**src/rtl/tage_pkg.sv**
```systemverilog
// rtl/tage_pkg.sv - shared types and constants for the TAGE update engine
package tage_pkg;

  typedef enum logic [2:0] {
    IDLE,
    UPD_PROV,
    ALLOC,
    U_DEC,
    SWEEP
  } state_t;

  localparam int MAX_COMPONENTS = 8;
  typedef logic [$clog2(MAX_COMPONENTS)-1:0] comp_idx_t;

  // Fibonacci taps for x^16+x^14+x^13+x^11+1 (bits 15,13,12,10)
  localparam logic [15:0] LFSR_POLY = 16'hB400;
  localparam logic [15:0] LFSR_SEED = 16'h0001;

  function automatic int weak_taken(input int ctr_width);
    return 1 << (ctr_width - 1);
  endfunction

  function automatic int weak_not_taken(input int ctr_width);
    return (1 << (ctr_width - 1)) - 1;
  endfunction

  function automatic logic [15:0] lfsr_next(input logic [15:0] s);
    return {s[14:0], ^(s & LFSR_POLY)};
  endfunction

endpackage

```
**src/rtl/tage_updater_if.sv**
```systemverilog
// rtl/tage_updater_if.sv - resolved-branch record in, table write/clear strobes out
interface tage_updater_if #(
  parameter int N_COMPONENTS = 5,
  parameter int CTR_WIDTH    = 3,
  parameter int U_WIDTH      = 2,
  parameter int TAG_WIDTH    = 8,
  parameter int INDEX_WIDTH  = 10
);
  localparam int CW = $clog2(N_COMPONENTS);

  logic                              update_valid;
  logic                              update_ready;
  logic                              actual_taken;
  logic                              taken_predicted;
  logic                              alt_taken;
  logic [CW-1:0]                     provider_index;
  logic [N_COMPONENTS*INDEX_WIDTH-1:0] entry_index;
  logic [N_COMPONENTS*TAG_WIDTH-1:0] entry_tag;
  logic [CTR_WIDTH-1:0]              provider_ctr;
  logic [U_WIDTH-1:0]                provider_u;
  logic [N_COMPONENTS*U_WIDTH-1:0]   u_values;

  logic                              wr_valid;
  logic [CW-1:0]                     wr_component;
  logic [INDEX_WIDTH-1:0]            wr_index;
  logic                              wr_ctr_en;
  logic                              wr_u_en;
  logic                              wr_tag_en;
  logic [CTR_WIDTH-1:0]              wr_ctr;
  logic [U_WIDTH-1:0]                wr_u;
  logic [TAG_WIDTH-1:0]              wr_tag;
  logic                              u_clear_valid;
  logic [INDEX_WIDTH-1:0]            u_clear_index;

  modport master (
    output update_valid, actual_taken, taken_predicted, alt_taken, provider_index,
           entry_index, entry_tag, provider_ctr, provider_u, u_values,
    input  update_ready, wr_valid, wr_component, wr_index, wr_ctr_en, wr_u_en,
           wr_tag_en, wr_ctr, wr_u, wr_tag, u_clear_valid, u_clear_index
  );

  modport slave (
    input  update_valid, actual_taken, taken_predicted, alt_taken, provider_index,
           entry_index, entry_tag, provider_ctr, provider_u, u_values,
    output update_ready, wr_valid, wr_component, wr_index, wr_ctr_en, wr_u_en,
           wr_tag_en, wr_ctr, wr_u, wr_tag, u_clear_valid, u_clear_index
  );

endinterface

```
**src/rtl/tage_alloc_picker.sv**
```systemverilog
// rtl/tage_alloc_picker.sv - chooses the tagged component to allocate on a mispredict
module tage_alloc_picker
  import tage_pkg::*;
#(
  parameter int N_COMPONENTS = 5,
  parameter int U_WIDTH      = 2
) (
  input  logic [N_COMPONENTS*U_WIDTH-1:0] u_values,
  input  comp_idx_t                       provider,
  input  logic                            lfsr_bit,
  output logic                            found,
  output comp_idx_t                       chosen
);

  comp_idx_t  first_free;
  comp_idx_t  second_free;
  logic [3:0] n_free;

  // Random skip to the second free slot spreads allocations over longer histories
  always_comb begin
    first_free  = '0;
    second_free = '0;
    n_free      = '0;
    for (int j = 0; j < N_COMPONENTS; j++) begin
      if (comp_idx_t'(j) > provider && u_values[j*U_WIDTH +: U_WIDTH] == '0) begin
        if (n_free == 4'd0)
          first_free = comp_idx_t'(j);
        else if (n_free == 4'd1)
          second_free = comp_idx_t'(j);
        n_free = n_free + 4'd1;
      end
    end
    found  = (n_free != 4'd0);
    chosen = (lfsr_bit && n_free >= 4'd2) ? second_free : first_free;
  end

endmodule

```
**src/rtl/tage_updater.sv**
```systemverilog
// rtl/tage_updater.sv - serialises TAGE provider update, allocation, u decay and u sweep
module tage_updater
  import tage_pkg::*;
#(
  parameter int N_COMPONENTS        = 5,
  parameter int CTR_WIDTH           = 3,
  parameter int U_WIDTH             = 2,
  parameter int TAG_WIDTH           = 8,
  parameter int INDEX_WIDTH         = 10,
  parameter int U_RESET_PERIOD_LOG2 = 18
) (
  input logic           clk,
  input logic           rst,
  tage_updater_if.slave bus
);

  localparam int CW = $clog2(N_COMPONENTS);
  localparam logic [CTR_WIDTH-1:0] CTR_MAX = '1;
  localparam logic [U_WIDTH-1:0]   U_MAX   = '1;
  localparam logic [CTR_WIDTH-1:0] WEAK_T  = CTR_WIDTH'(weak_taken(CTR_WIDTH));
  localparam logic [CTR_WIDTH-1:0] WEAK_NT = CTR_WIDTH'(weak_not_taken(CTR_WIDTH));
  localparam comp_idx_t            LAST_COMP = comp_idx_t'(N_COMPONENTS - 1);

  state_t                              state;
  logic                                lat_actual;
  logic                                lat_predicted;
  comp_idx_t                           lat_prov;
  comp_idx_t                           dec_comp;
  comp_idx_t                           dec_target;
  comp_idx_t                           in_prov;
  comp_idx_t                           pick_comp;
  logic                                pick_found;
  logic [N_COMPONENTS*INDEX_WIDTH-1:0] lat_index;
  logic [N_COMPONENTS*TAG_WIDTH-1:0]   lat_tag;
  logic [N_COMPONENTS*U_WIDTH-1:0]     lat_uv;
  logic [U_RESET_PERIOD_LOG2-1:0]      period_cnt;
  logic                                sweep_pending;
  logic [15:0]                         lfsr;
  logic [CTR_WIDTH-1:0]                prov_ctr_next;
  logic [U_WIDTH-1:0]                  prov_u_next;
  logic                                prov_u_en;

  assign bus.update_ready = (state == IDLE);
  assign in_prov          = comp_idx_t'(bus.provider_index);
  assign dec_target       = (state == UPD_PROV) ? lat_prov + 1'b1 : dec_comp + 1'b1;

  // Provider write is formed from the live record so it can be registered at accept
  always_comb begin
    prov_ctr_next = bus.provider_ctr;
    if (bus.actual_taken && bus.provider_ctr != CTR_MAX)
      prov_ctr_next = bus.provider_ctr + 1'b1;
    else if (!bus.actual_taken && bus.provider_ctr != '0)
      prov_ctr_next = bus.provider_ctr - 1'b1;
    prov_u_en   = (in_prov != '0) && (bus.taken_predicted != bus.alt_taken);
    prov_u_next = bus.provider_u;
    if (bus.taken_predicted == bus.actual_taken) begin
      if (bus.provider_u != U_MAX)
        prov_u_next = bus.provider_u + 1'b1;
    end else if (bus.provider_u != '0) begin
      prov_u_next = bus.provider_u - 1'b1;
    end
  end

  tage_alloc_picker #(
    .N_COMPONENTS (N_COMPONENTS),
    .U_WIDTH      (U_WIDTH)
  ) u_picker (
    .u_values (lat_uv),
    .provider (lat_prov),
    .lfsr_bit (lfsr[0]),
    .found    (pick_found),
    .chosen   (pick_comp)
  );

  always_ff @(posedge clk) begin
    if (rst) begin
      state             <= IDLE;
      bus.wr_valid      <= 1'b0;
      bus.wr_component  <= '0;
      bus.wr_index      <= '0;
      bus.wr_ctr_en     <= 1'b0;
      bus.wr_u_en       <= 1'b0;
      bus.wr_tag_en     <= 1'b0;
      bus.wr_ctr        <= '0;
      bus.wr_u          <= '0;
      bus.wr_tag        <= '0;
      bus.u_clear_valid <= 1'b0;
      bus.u_clear_index <= '0;
      period_cnt        <= '0;
      sweep_pending     <= 1'b0;
      lfsr              <= LFSR_SEED;
    end else begin
      lfsr              <= lfsr_next(lfsr);
      bus.wr_valid      <= 1'b0;
      bus.wr_component  <= '0;
      bus.wr_index      <= '0;
      bus.wr_ctr_en     <= 1'b0;
      bus.wr_u_en       <= 1'b0;
      bus.wr_tag_en     <= 1'b0;
      bus.wr_ctr        <= '0;
      bus.wr_u          <= '0;
      bus.wr_tag        <= '0;
      bus.u_clear_valid <= 1'b0;
      case (state)
        IDLE: begin
          if (bus.update_valid) begin
            lat_actual       <= bus.actual_taken;
            lat_predicted    <= bus.taken_predicted;
            lat_prov         <= in_prov;
            lat_index        <= bus.entry_index;
            lat_tag          <= bus.entry_tag;
            lat_uv           <= bus.u_values;
            period_cnt       <= period_cnt + 1'b1;
            if (period_cnt == '1)
              sweep_pending  <= 1'b1;
            bus.wr_valid     <= 1'b1;
            bus.wr_component <= bus.provider_index;
            bus.wr_index     <= bus.entry_index[in_prov*INDEX_WIDTH +: INDEX_WIDTH];
            bus.wr_ctr_en    <= 1'b1;
            bus.wr_ctr       <= prov_ctr_next;
            bus.wr_u_en      <= prov_u_en;
            bus.wr_u         <= prov_u_en ? prov_u_next : '0;
            state            <= UPD_PROV;
          end
        end
        UPD_PROV: begin
          if (lat_predicted == lat_actual || lat_prov == LAST_COMP) begin
            state             <= sweep_pending ? SWEEP : IDLE;
            bus.u_clear_valid <= sweep_pending;
            bus.u_clear_index <= '0;
          end else if (pick_found) begin
            bus.wr_valid     <= 1'b1;
            bus.wr_component <= CW'(pick_comp);
            bus.wr_index     <= lat_index[pick_comp*INDEX_WIDTH +: INDEX_WIDTH];
            bus.wr_ctr_en    <= 1'b1;
            bus.wr_u_en      <= 1'b1;
            bus.wr_tag_en    <= 1'b1;
            bus.wr_ctr       <= lat_actual ? WEAK_T : WEAK_NT;
            bus.wr_tag       <= lat_tag[pick_comp*TAG_WIDTH +: TAG_WIDTH];
            state            <= ALLOC;
          end else begin
            dec_comp         <= dec_target;
            bus.wr_valid     <= 1'b1;
            bus.wr_component <= CW'(dec_target);
            bus.wr_index     <= lat_index[dec_target*INDEX_WIDTH +: INDEX_WIDTH];
            bus.wr_u_en      <= 1'b1;
            bus.wr_u         <= lat_uv[dec_target*U_WIDTH +: U_WIDTH] - 1'b1;
            state            <= U_DEC;
          end
        end
        ALLOC: begin
          state             <= sweep_pending ? SWEEP : IDLE;
          bus.u_clear_valid <= sweep_pending;
          bus.u_clear_index <= '0;
        end
        U_DEC: begin
          if (dec_comp == LAST_COMP) begin
            state             <= sweep_pending ? SWEEP : IDLE;
            bus.u_clear_valid <= sweep_pending;
            bus.u_clear_index <= '0;
          end else begin
            dec_comp         <= dec_target;
            bus.wr_valid     <= 1'b1;
            bus.wr_component <= CW'(dec_target);
            bus.wr_index     <= lat_index[dec_target*INDEX_WIDTH +: INDEX_WIDTH];
            bus.wr_u_en      <= 1'b1;
            bus.wr_u         <= lat_uv[dec_target*U_WIDTH +: U_WIDTH] - 1'b1;
          end
        end
        SWEEP: begin
          if (bus.u_clear_index == '1) begin
            sweep_pending <= 1'b0;
            state         <= IDLE;
          end else begin
            bus.u_clear_valid <= 1'b1;
            bus.u_clear_index <= bus.u_clear_index + 1'b1;
          end
        end
        default: state <= IDLE;
      endcase
    end
  end

endmodule

```
**src/flat_wrapper.sv**
```systemverilog
// flat-port wrapper written by rule: the top's interface ports become plain ports
module tage_updater_flat import tage_pkg::*;
#(
  parameter int N_COMPONENTS        = 5,
  parameter int CTR_WIDTH           = 3,
  parameter int U_WIDTH             = 2,
  parameter int TAG_WIDTH           = 8,
  parameter int INDEX_WIDTH         = 10,
  parameter int U_RESET_PERIOD_LOG2 = 18
)
  (clk, rst, bus_update_valid, bus_actual_taken, bus_taken_predicted, bus_alt_taken, bus_provider_index, bus_entry_index, bus_entry_tag, bus_provider_ctr, bus_provider_u, bus_u_values, bus_update_ready, bus_wr_valid, bus_wr_component, bus_wr_index, bus_wr_ctr_en, bus_wr_u_en, bus_wr_tag_en, bus_wr_ctr, bus_wr_u, bus_wr_tag, bus_u_clear_valid, bus_u_clear_index);
  tage_updater_if #(.N_COMPONENTS(N_COMPONENTS), .CTR_WIDTH(CTR_WIDTH), .U_WIDTH(U_WIDTH), .TAG_WIDTH(TAG_WIDTH), .INDEX_WIDTH(INDEX_WIDTH)) bus_i ();
  input logic clk;
  input logic rst;
  input wire logic [$bits(bus_i.update_valid)-1:0] bus_update_valid;
  input wire logic [$bits(bus_i.actual_taken)-1:0] bus_actual_taken;
  input wire logic [$bits(bus_i.taken_predicted)-1:0] bus_taken_predicted;
  input wire logic [$bits(bus_i.alt_taken)-1:0] bus_alt_taken;
  input wire logic [$bits(bus_i.provider_index)-1:0] bus_provider_index;
  input wire logic [$bits(bus_i.entry_index)-1:0] bus_entry_index;
  input wire logic [$bits(bus_i.entry_tag)-1:0] bus_entry_tag;
  input wire logic [$bits(bus_i.provider_ctr)-1:0] bus_provider_ctr;
  input wire logic [$bits(bus_i.provider_u)-1:0] bus_provider_u;
  input wire logic [$bits(bus_i.u_values)-1:0] bus_u_values;
  output wire logic [$bits(bus_i.update_ready)-1:0] bus_update_ready;
  output wire logic [$bits(bus_i.wr_valid)-1:0] bus_wr_valid;
  output wire logic [$bits(bus_i.wr_component)-1:0] bus_wr_component;
  output wire logic [$bits(bus_i.wr_index)-1:0] bus_wr_index;
  output wire logic [$bits(bus_i.wr_ctr_en)-1:0] bus_wr_ctr_en;
  output wire logic [$bits(bus_i.wr_u_en)-1:0] bus_wr_u_en;
  output wire logic [$bits(bus_i.wr_tag_en)-1:0] bus_wr_tag_en;
  output wire logic [$bits(bus_i.wr_ctr)-1:0] bus_wr_ctr;
  output wire logic [$bits(bus_i.wr_u)-1:0] bus_wr_u;
  output wire logic [$bits(bus_i.wr_tag)-1:0] bus_wr_tag;
  output wire logic [$bits(bus_i.u_clear_valid)-1:0] bus_u_clear_valid;
  output wire logic [$bits(bus_i.u_clear_index)-1:0] bus_u_clear_index;
  assign bus_i.update_valid = bus_update_valid;
  assign bus_i.actual_taken = bus_actual_taken;
  assign bus_i.taken_predicted = bus_taken_predicted;
  assign bus_i.alt_taken = bus_alt_taken;
  assign bus_i.provider_index = bus_provider_index;
  assign bus_i.entry_index = bus_entry_index;
  assign bus_i.entry_tag = bus_entry_tag;
  assign bus_i.provider_ctr = bus_provider_ctr;
  assign bus_i.provider_u = bus_provider_u;
  assign bus_i.u_values = bus_u_values;
  assign bus_update_ready = bus_i.update_ready;
  assign bus_wr_valid = bus_i.wr_valid;
  assign bus_wr_component = bus_i.wr_component;
  assign bus_wr_index = bus_i.wr_index;
  assign bus_wr_ctr_en = bus_i.wr_ctr_en;
  assign bus_wr_u_en = bus_i.wr_u_en;
  assign bus_wr_tag_en = bus_i.wr_tag_en;
  assign bus_wr_ctr = bus_i.wr_ctr;
  assign bus_wr_u = bus_i.wr_u;
  assign bus_wr_tag = bus_i.wr_tag;
  assign bus_u_clear_valid = bus_i.u_clear_valid;
  assign bus_u_clear_index = bus_i.u_clear_index;
  tage_updater #(.N_COMPONENTS(N_COMPONENTS), .CTR_WIDTH(CTR_WIDTH), .U_WIDTH(U_WIDTH), .TAG_WIDTH(TAG_WIDTH), .INDEX_WIDTH(INDEX_WIDTH), .U_RESET_PERIOD_LOG2(U_RESET_PERIOD_LOG2)) u_core (.clk(clk), .rst(rst), .bus(bus_i));
endmodule
```
**config.mk**
```make
export PLATFORM = sky130hd
export DESIGN_NAME = tage_updater_flat
export DESIGN_NICKNAME = d
export VERILOG_FILES = /design/src/rtl/tage_pkg.sv /design/src/rtl/tage_updater_if.sv /design/src/rtl/tage_alloc_picker.sv /design/src/rtl/tage_updater.sv /design/src/flat_wrapper.sv
export SDC_FILE = /design/constraint.sdc
export NUM_CORES = 1
export LEC_CHECK = 0
export BUFFER_PORTS_ARGS = -buffer_cell sky130_fd_sc_hd__buf_2
export CAP_MARGIN = 20
export CELL_PAD_IN_SITES_DETAIL_PLACEMENT = 0
export CELL_PAD_IN_SITES_GLOBAL_PLACEMENT = 1
export CORE_MARGIN = 2
export CORE_UTILIZATION = 40
export DETAILED_ROUTE_END_ITERATION = 12
export PLACE_DENSITY = 0.83
export SYNTH_ARGS = -nofsm -noshare
export SYNTH_HDL_FRONTEND = slang
export SYNTH_SLANG_ARGS = --single-unit
```
**constraint.sdc**
```tcl
create_clock -name clk -period 9.8 [get_ports clk]
set_clock_uncertainty 0.15 [all_clocks]
set_input_delay 1.96 -clock clk [delete_from_list [all_inputs] [get_ports clk]]
set_output_delay 1.96 -clock clk [all_outputs]
set_load 0.02 [all_outputs]
```
# Word-level counts from Yosys, hierarchy flattened
# Index checks and enable logic that the tools add are counted.
# word_totals
output_inout_bits,42
input_bits,114
elab_cells,200
ff_bits,187
# classes
n_shift,5
bitwise,3
muxes,85
reduce_logical,37
addsub,13
n_mul,3
eq_ne,26
order_cmp,6
# op_table
op,count
$shiftx A50 B8 Y10,3
$mux W3,35
$mux W10,7
$pmux W10 S4,1
$shiftx A40 B7 Y8,1
$pmux W10 S3,1
$mux W1,19
$add A18 B1 Y18 const B,1
$eq A18 B18 Y1 const B,1
$mul A3 B3 Y6 const B,3
$add A4 B1 Y4 const B,4
$eq A4 B1 Y1 const B,4
$logic_not A4 Y1,4
$mux W2,8
$mux W4,4
$reduce_xor A16 Y1,1
$pmux W3 S5,1
$ne A2 B2 Y1 const B,7
$pmux W3 S2,2
$add A10 B1 Y10 const B,1
$eq A10 B10 Y1 const B,1
$logic_not A2 Y1,5
$shiftx A10 B5 Y2,1
$add A3 B1 Y3 const B,3
33 further kinds,60

# Logic depth before layout (Yosys ltp)
# depth
depth_word,22
depth_mapped,18

# Hierarchy
# Synthesis repeated with hierarchy kept, for this count alone.
# unflattened
hier_cells,668
hier_area_um2,8521.9
# modules_own_cells
mod,seq_area_each_um2,area_per_inst_um2,n_inst,cells_each
tage_updater,4824.6,7987.7,1,602
tage_alloc_picker,0.0,534.3,1,66

# Worst setup path before layout
# No wires, ideal clock.
# synth_path
kind,input to register
from,input bus_update_valid
to,register u_core.lat_actual (enable)
n_path_buf,1
arrival_ps,6764
slack_ps,2315
stages,3
required_ps,9080
cell_sequence,nand3b_1 -> clkbuf_1 -> nor2_1
# synth_via
elab_chain_len,1
# synth_rtl
item,line,text
"start, declared",flat_wrapper.sv:15,input wire logic [$bits(bus_i.update_valid)-1:0] bus_update_valid;
$reduce_and A3 Y1 (no source line),--,
"end signal, assigned",tage_updater.sv:107,lat_actual <= bus.actual_taken;
"end, declared",tage_updater.sv:25,logic lat_actual;
# Every way passes these cells.
# A chain may end at the register's enable or synchronous reset.

# Worst setup path in the final report
# layout_path
from,register u_core.lat_prov[0]
to,register u_core.bus.wr_tag[0] (netlist name)
# layout_via
elab_chain_len,18
elab_cells_between_ends,56
cone_classes,add/sub (4); order compare (6); eq/ne (5); shift (1); mux (26); bitwise (1); reduce/logical (13)
# layout_rtl
item,line,text
"start, declared",tage_updater.sv:27,comp_idx_t lat_prov;
"start signal, assigned",tage_updater.sv:109,lat_prov <= in_prov;
"parallel branches: the longest is 18 deep, another holds $add A4 B1 Y4",--,
"end signal, assigned",tage_updater.sv:139,bus.wr_tag <= lat_tag[pick_comp*TAG_WIDTH +: TAG_WIDTH];
"end, declared",tage_updater_if.sv:46,"wr_tag_en, wr_ctr, wr_u, wr_tag, u_clear_valid, u_clear_index"
# Several ways; the timed one is not identified.

==> qor.tcl <==
set qor(run_status) {finished, final reports clean}
set qor(netlist.area_leader.share_pct) 35.78
set qor(setup_violations) 0
set qor(route.vias.total) 7098
set qor(cp_cell_sequence) {or4_1, nor2_1, ha_1, inv_1, xnor2_1, ha_1, o21ai_0, inv_1, ha_1, and2_1, o21ai_1, nand3_1, nand2_1, a211oi_1, a2111oi_1}
set qor(first_global_vias) 6789
set qor(io_pins) 156
set qor(clk_latency_ns) 0.44
set qor(critical_path_class) {register to register}
set qor(synth.distinct_cells) 68
set qor(dominantRegCellSynth) {sky130_fd_sc_hd__edfxtp_1}
set qor(max_slew.worst_pin.slew_ns) 1.060
set qor(drive_above_1_share_pct) 25.71
set qor(die_h_um) 154.5
set qor(worstPathArrival_ns) 6.54
set qor(hold_path.class) {register to register}
set qor(gr-usage-all-layers_pct) 20.87
set qor(min-delay-start) {u_core.lfsr[6]$_SDFF_PP0_}
set qor(drt_iter0_drc) 723
set qor(grt_max_degree) 68
set qor(cp-start-kind) {register}
set qor(routed_wirelength_um) 24960
set qor(post_synth_main_area_contributors) {sky130_fd_sc_hd__edfxtp_1, sky130_fd_sc_hd__dfxtp_1, sky130_fd_sc_hd__mux4_2, sky130_fd_sc_hd__o21ai_0, sky130_fd_sc_hd__nand3_1}
set qor(cts_hold_buffers) 0
set qor(hold_violations) 0
set qor(timing.max_slew.rel_slack_pct) 28.56
set qor(cp-startpoint) {u_core.lat_prov[0]$_DFFE_PP_}
set qor(worst-path-buf-inv) 2
set qor(postLayoutCoreUtil_pct) 47.72
set qor(yosys.area.top_type) {sky130_fd_sc_hd__edfxtp_1}
set qor(die_area_um2) 23880
set qor(cts_num_sinks) 187
set qor(hold_ws_ns) 0.2888
set qor(overflow) 0
set qor(max-cap-violations) 0
set qor(worst-path-max-fanout) 19
set qor(cts_tree) {yes}
set qor(postCtsResizedCells) 0
set qor(starting_density_of_the_core_pct) 40.41
set qor(chipWidth_um) 154.5
set qor(grt_antenna_before_repair) 2
set qor(max_freq_mhz) 157.1
set qor(dp_hpwl_um) 17140
set qor(synthCells) 799
set qor(cts.repair_timing.setup_buffer_count) 0
set qor(post_synth_instance_area_um2) 9065
set qor(area.growth.synth_to_final_pct) 18.11
set qor(synth_sequential_area_ratio_pct) 53.22
set qor(required_ns) 9.97
set qor(drtPass1Iterations) 5
set qor(crit-reg2reg-launch) {u_core.lat_prov[0]$_DFFE_PP_}
set qor(synth_area_per_cell_um2) 11.35
set qor(timing.setup.tns_ns) 0
set qor(drv_slew) 0
set qor(final_min_period_over_clock_period_pct) 64.97
set qor(route.antenna.remaining_nets) 0
set qor(ys_async_sr_fraction_pct) 0
set qor(critical_path.endpoint_type) {register}
set qor(p_leak_nw) 4.029
set qor(clockRootBuffer) {sky130_fd_sc_hd__clkbuf_16}
set qor(core_area_um2) 22430
set qor(wl_per_cell_um) 20.26
set qor(path_clk_slew_ns) 0.07
set qor(irDropWorstVdd_mv) 0.1198
set qor(cpMaxStageDelayCell) {sky130_fd_sc_hd__nand3_1}
set qor(cellPowerDensity_nw_per_um2) 167.0
set qor(final_nets) 1061
set qor(ys_ff_latch) 187
set qor(timing.critical_path.slowest_cell_delay_ns) 0.92
set qor(htreeDepth) 4
set qor(drc_errors) 0
set qor(path_common_cell) {sky130_fd_sc_hd__ha_1}
set qor(port_buffers) 155
set qor(placementRows) 55
set qor(grt_pass1_wl_um) 38120
set qor(route.detailed.vias_per_inst) 5.761
set qor(layout_min_cycle_time_ns) 6.367
set qor(rsz0062_at_grt) {false}
set qor(routabilityCongestion) 0.8555
set qor(synth-edff-count) 108
set qor(tritoncts.num_buffers) 17
set qor(count_of_warnings_emitted_by_yosys) 0
set qor(cts.path.max_buffers) 2
set qor(timing.critical_path.max_delay_family) {simple AND/OR/NAND/NOR gates}
## path summary, 6_finish.rpt
path                                                         to  slack, ns  depth (start not counted)
worst max-delay path            u_core.bus.wr_tag[0]$_SDFF_PP0_       3.43                         15
worst min-delay path                  u_core.lfsr[7]$_SDFF_PP0_       0.29                          1
worst max register to register  u_core.bus.wr_tag[0]$_SDFF_PP0_       3.43                         15
worst min register to register        u_core.lfsr[7]$_SDFF_PP0_       0.29                          1
## sequential cells by signal, indices dropped and copies added (netlist names), 2 cells and up
| name | cells |
|---|---|
| u_core.bus.u_clear_index | 10 |
| u_core.state | 3 |
| u_core.period_cnt | 18 |
| u_core.bus.wr_u | 2 |
| u_core.lat_prov | 3 |
| u_core.bus.wr_tag | 8 |
| u_core.lat_uv | 10 |
| u_core.lat_tag | 40 |
| u_core.lat_index | 50 |
| u_core.bus.wr_ctr | 3 |
| u_core.dec_comp | 3 |
| u_core.bus.wr_component | 3 |
| u_core.bus.wr_index | 10 |
| u_core.lfsr | 16 |
## cells in the mapped netlist, types with 4 or more instances
| cell type | number |
|---|---|
| sky130_fd_sc_hd__dfxtp_1 | 79 |
| sky130_fd_sc_hd__and4_1 | 4 |
| sky130_fd_sc_hd__mux2i_1 | 20 |
| sky130_fd_sc_hd__nand2b_1 | 6 |
| sky130_fd_sc_hd__or3_1 | 7 |
| sky130_fd_sc_hd__buf_2 | 8 |
| sky130_fd_sc_hd__xor2_1 | 18 |
| sky130_fd_sc_hd__o21ai_0 | 53 |
| sky130_fd_sc_hd__and3_1 | 14 |
| sky130_fd_sc_hd__a211oi_1 | 28 |
| sky130_fd_sc_hd__o22ai_1 | 20 |
| sky130_fd_sc_hd__nor2_1 | 54 |
| sky130_fd_sc_hd__nor2b_1 | 19 |
| sky130_fd_sc_hd__o21a_1 | 6 |
| sky130_fd_sc_hd__o221a_2 | 8 |
| sky130_fd_sc_hd__nand4b_1 | 10 |
| sky130_fd_sc_hd__clkbuf_1 | 43 |
| sky130_fd_sc_hd__edfxtp_1 | 108 |
| sky130_fd_sc_hd__a2111oi_1 | 5 |
| sky130_fd_sc_hd__ha_1 | 15 |
| sky130_fd_sc_hd__nand2_1 | 24 |
| sky130_fd_sc_hd__nand3b_1 | 4 |
| sky130_fd_sc_hd__a22oi_1 | 21 |
| sky130_fd_sc_hd__nand4_1 | 6 |
| sky130_fd_sc_hd__inv_1 | 14 |
| sky130_fd_sc_hd__nand3_1 | 47 |
| sky130_fd_sc_hd__xnor2_1 | 15 |
| sky130_fd_sc_hd__mux4_2 | 22 |
| sky130_fd_sc_hd__nor3b_1 | 14 |
| sky130_fd_sc_hd__nor3_1 | 10 |
| sky130_fd_sc_hd__and2_1 | 4 |
| sky130_fd_sc_hd__a21oi_1 | 32 |
## kinds of logic (layout without fill, tap and decap cells)
logic type	Yosys count	count (layout)	share of synthesized area (%)
AOI/OAI and AO/OA	211	211	16.02
xor gates and xnor gates	33	33	3.188
adders and majority gates	17	17	2.291
buffers and inverters	69	214	2.967
DFF	187	187	53.22
muxes	44	44	7.923
other	2	5	0.08285
and+or+nand+nor	236	236	14.30
## area by class of cell
cell class / instances / area (um2)
Multi-Input combinational cell: 544 / 4000
Clock buffer: 20 / 478.0
Sequential cell: 187 / 4825
Tap cell: 285 / 356.6
Timing Repair Buffer: 167 / 865.8
Antenna cell: 2 / 5.005
Clock inverter: 12 / 120.1
Inverter: 15 / 56.30
Fill cell: 2053 / 11730
## where the power goes
group	total, W	switching, W	internal (W)
logic	0.000211	0.000126	0.0000857
registers	0.000882	0.0000179	0.000864
clock network	0.000695	0.000329	0.000366
## through the flow
stage | power [W] | cell area [um2] | instances | worst slack [ns]
finish | 0.001788 | 10710 | 1232 | 3.433
global route | 0.001849 | 10710 | 1232 | 3.074
CTS | 0.001795 | 10700 | 1230 | 3.514
detailed placement | 0.001108 | 10100 | 1198 | 3.525
global placement | 0.001105 | 10100 | 1198 | 3.732
floorplan | 0.001031 | 9069 | 800 | 2.315
## placed cells by master (no fill, tap or decap), drive strengths merged, types with 21 or more instances in the layout
master	netlist	layout
dfxtp	79	79
a21oi	32	32
a22oi	21	21
nand2	24	24
edfxtp	108	108
nor2	55	55
mux4	22	22
nand3	47	47
buf	11	167
a211oi	28	28
o21ai	55	55
## metal layers
metal | part of all wire (%) | vias up | GRT usage [%]
li1 | - | 3343 | -
met1 | 43 | 3453 | 28.20
met2 | 49 | 261 | 33.16
met3 | 5.6 | 41 | 4.091
met4 | 2.6 | 0 | 8.377
met5 | 0 | - | 0
No activity file was read; power rests on OpenSTA's default activity.
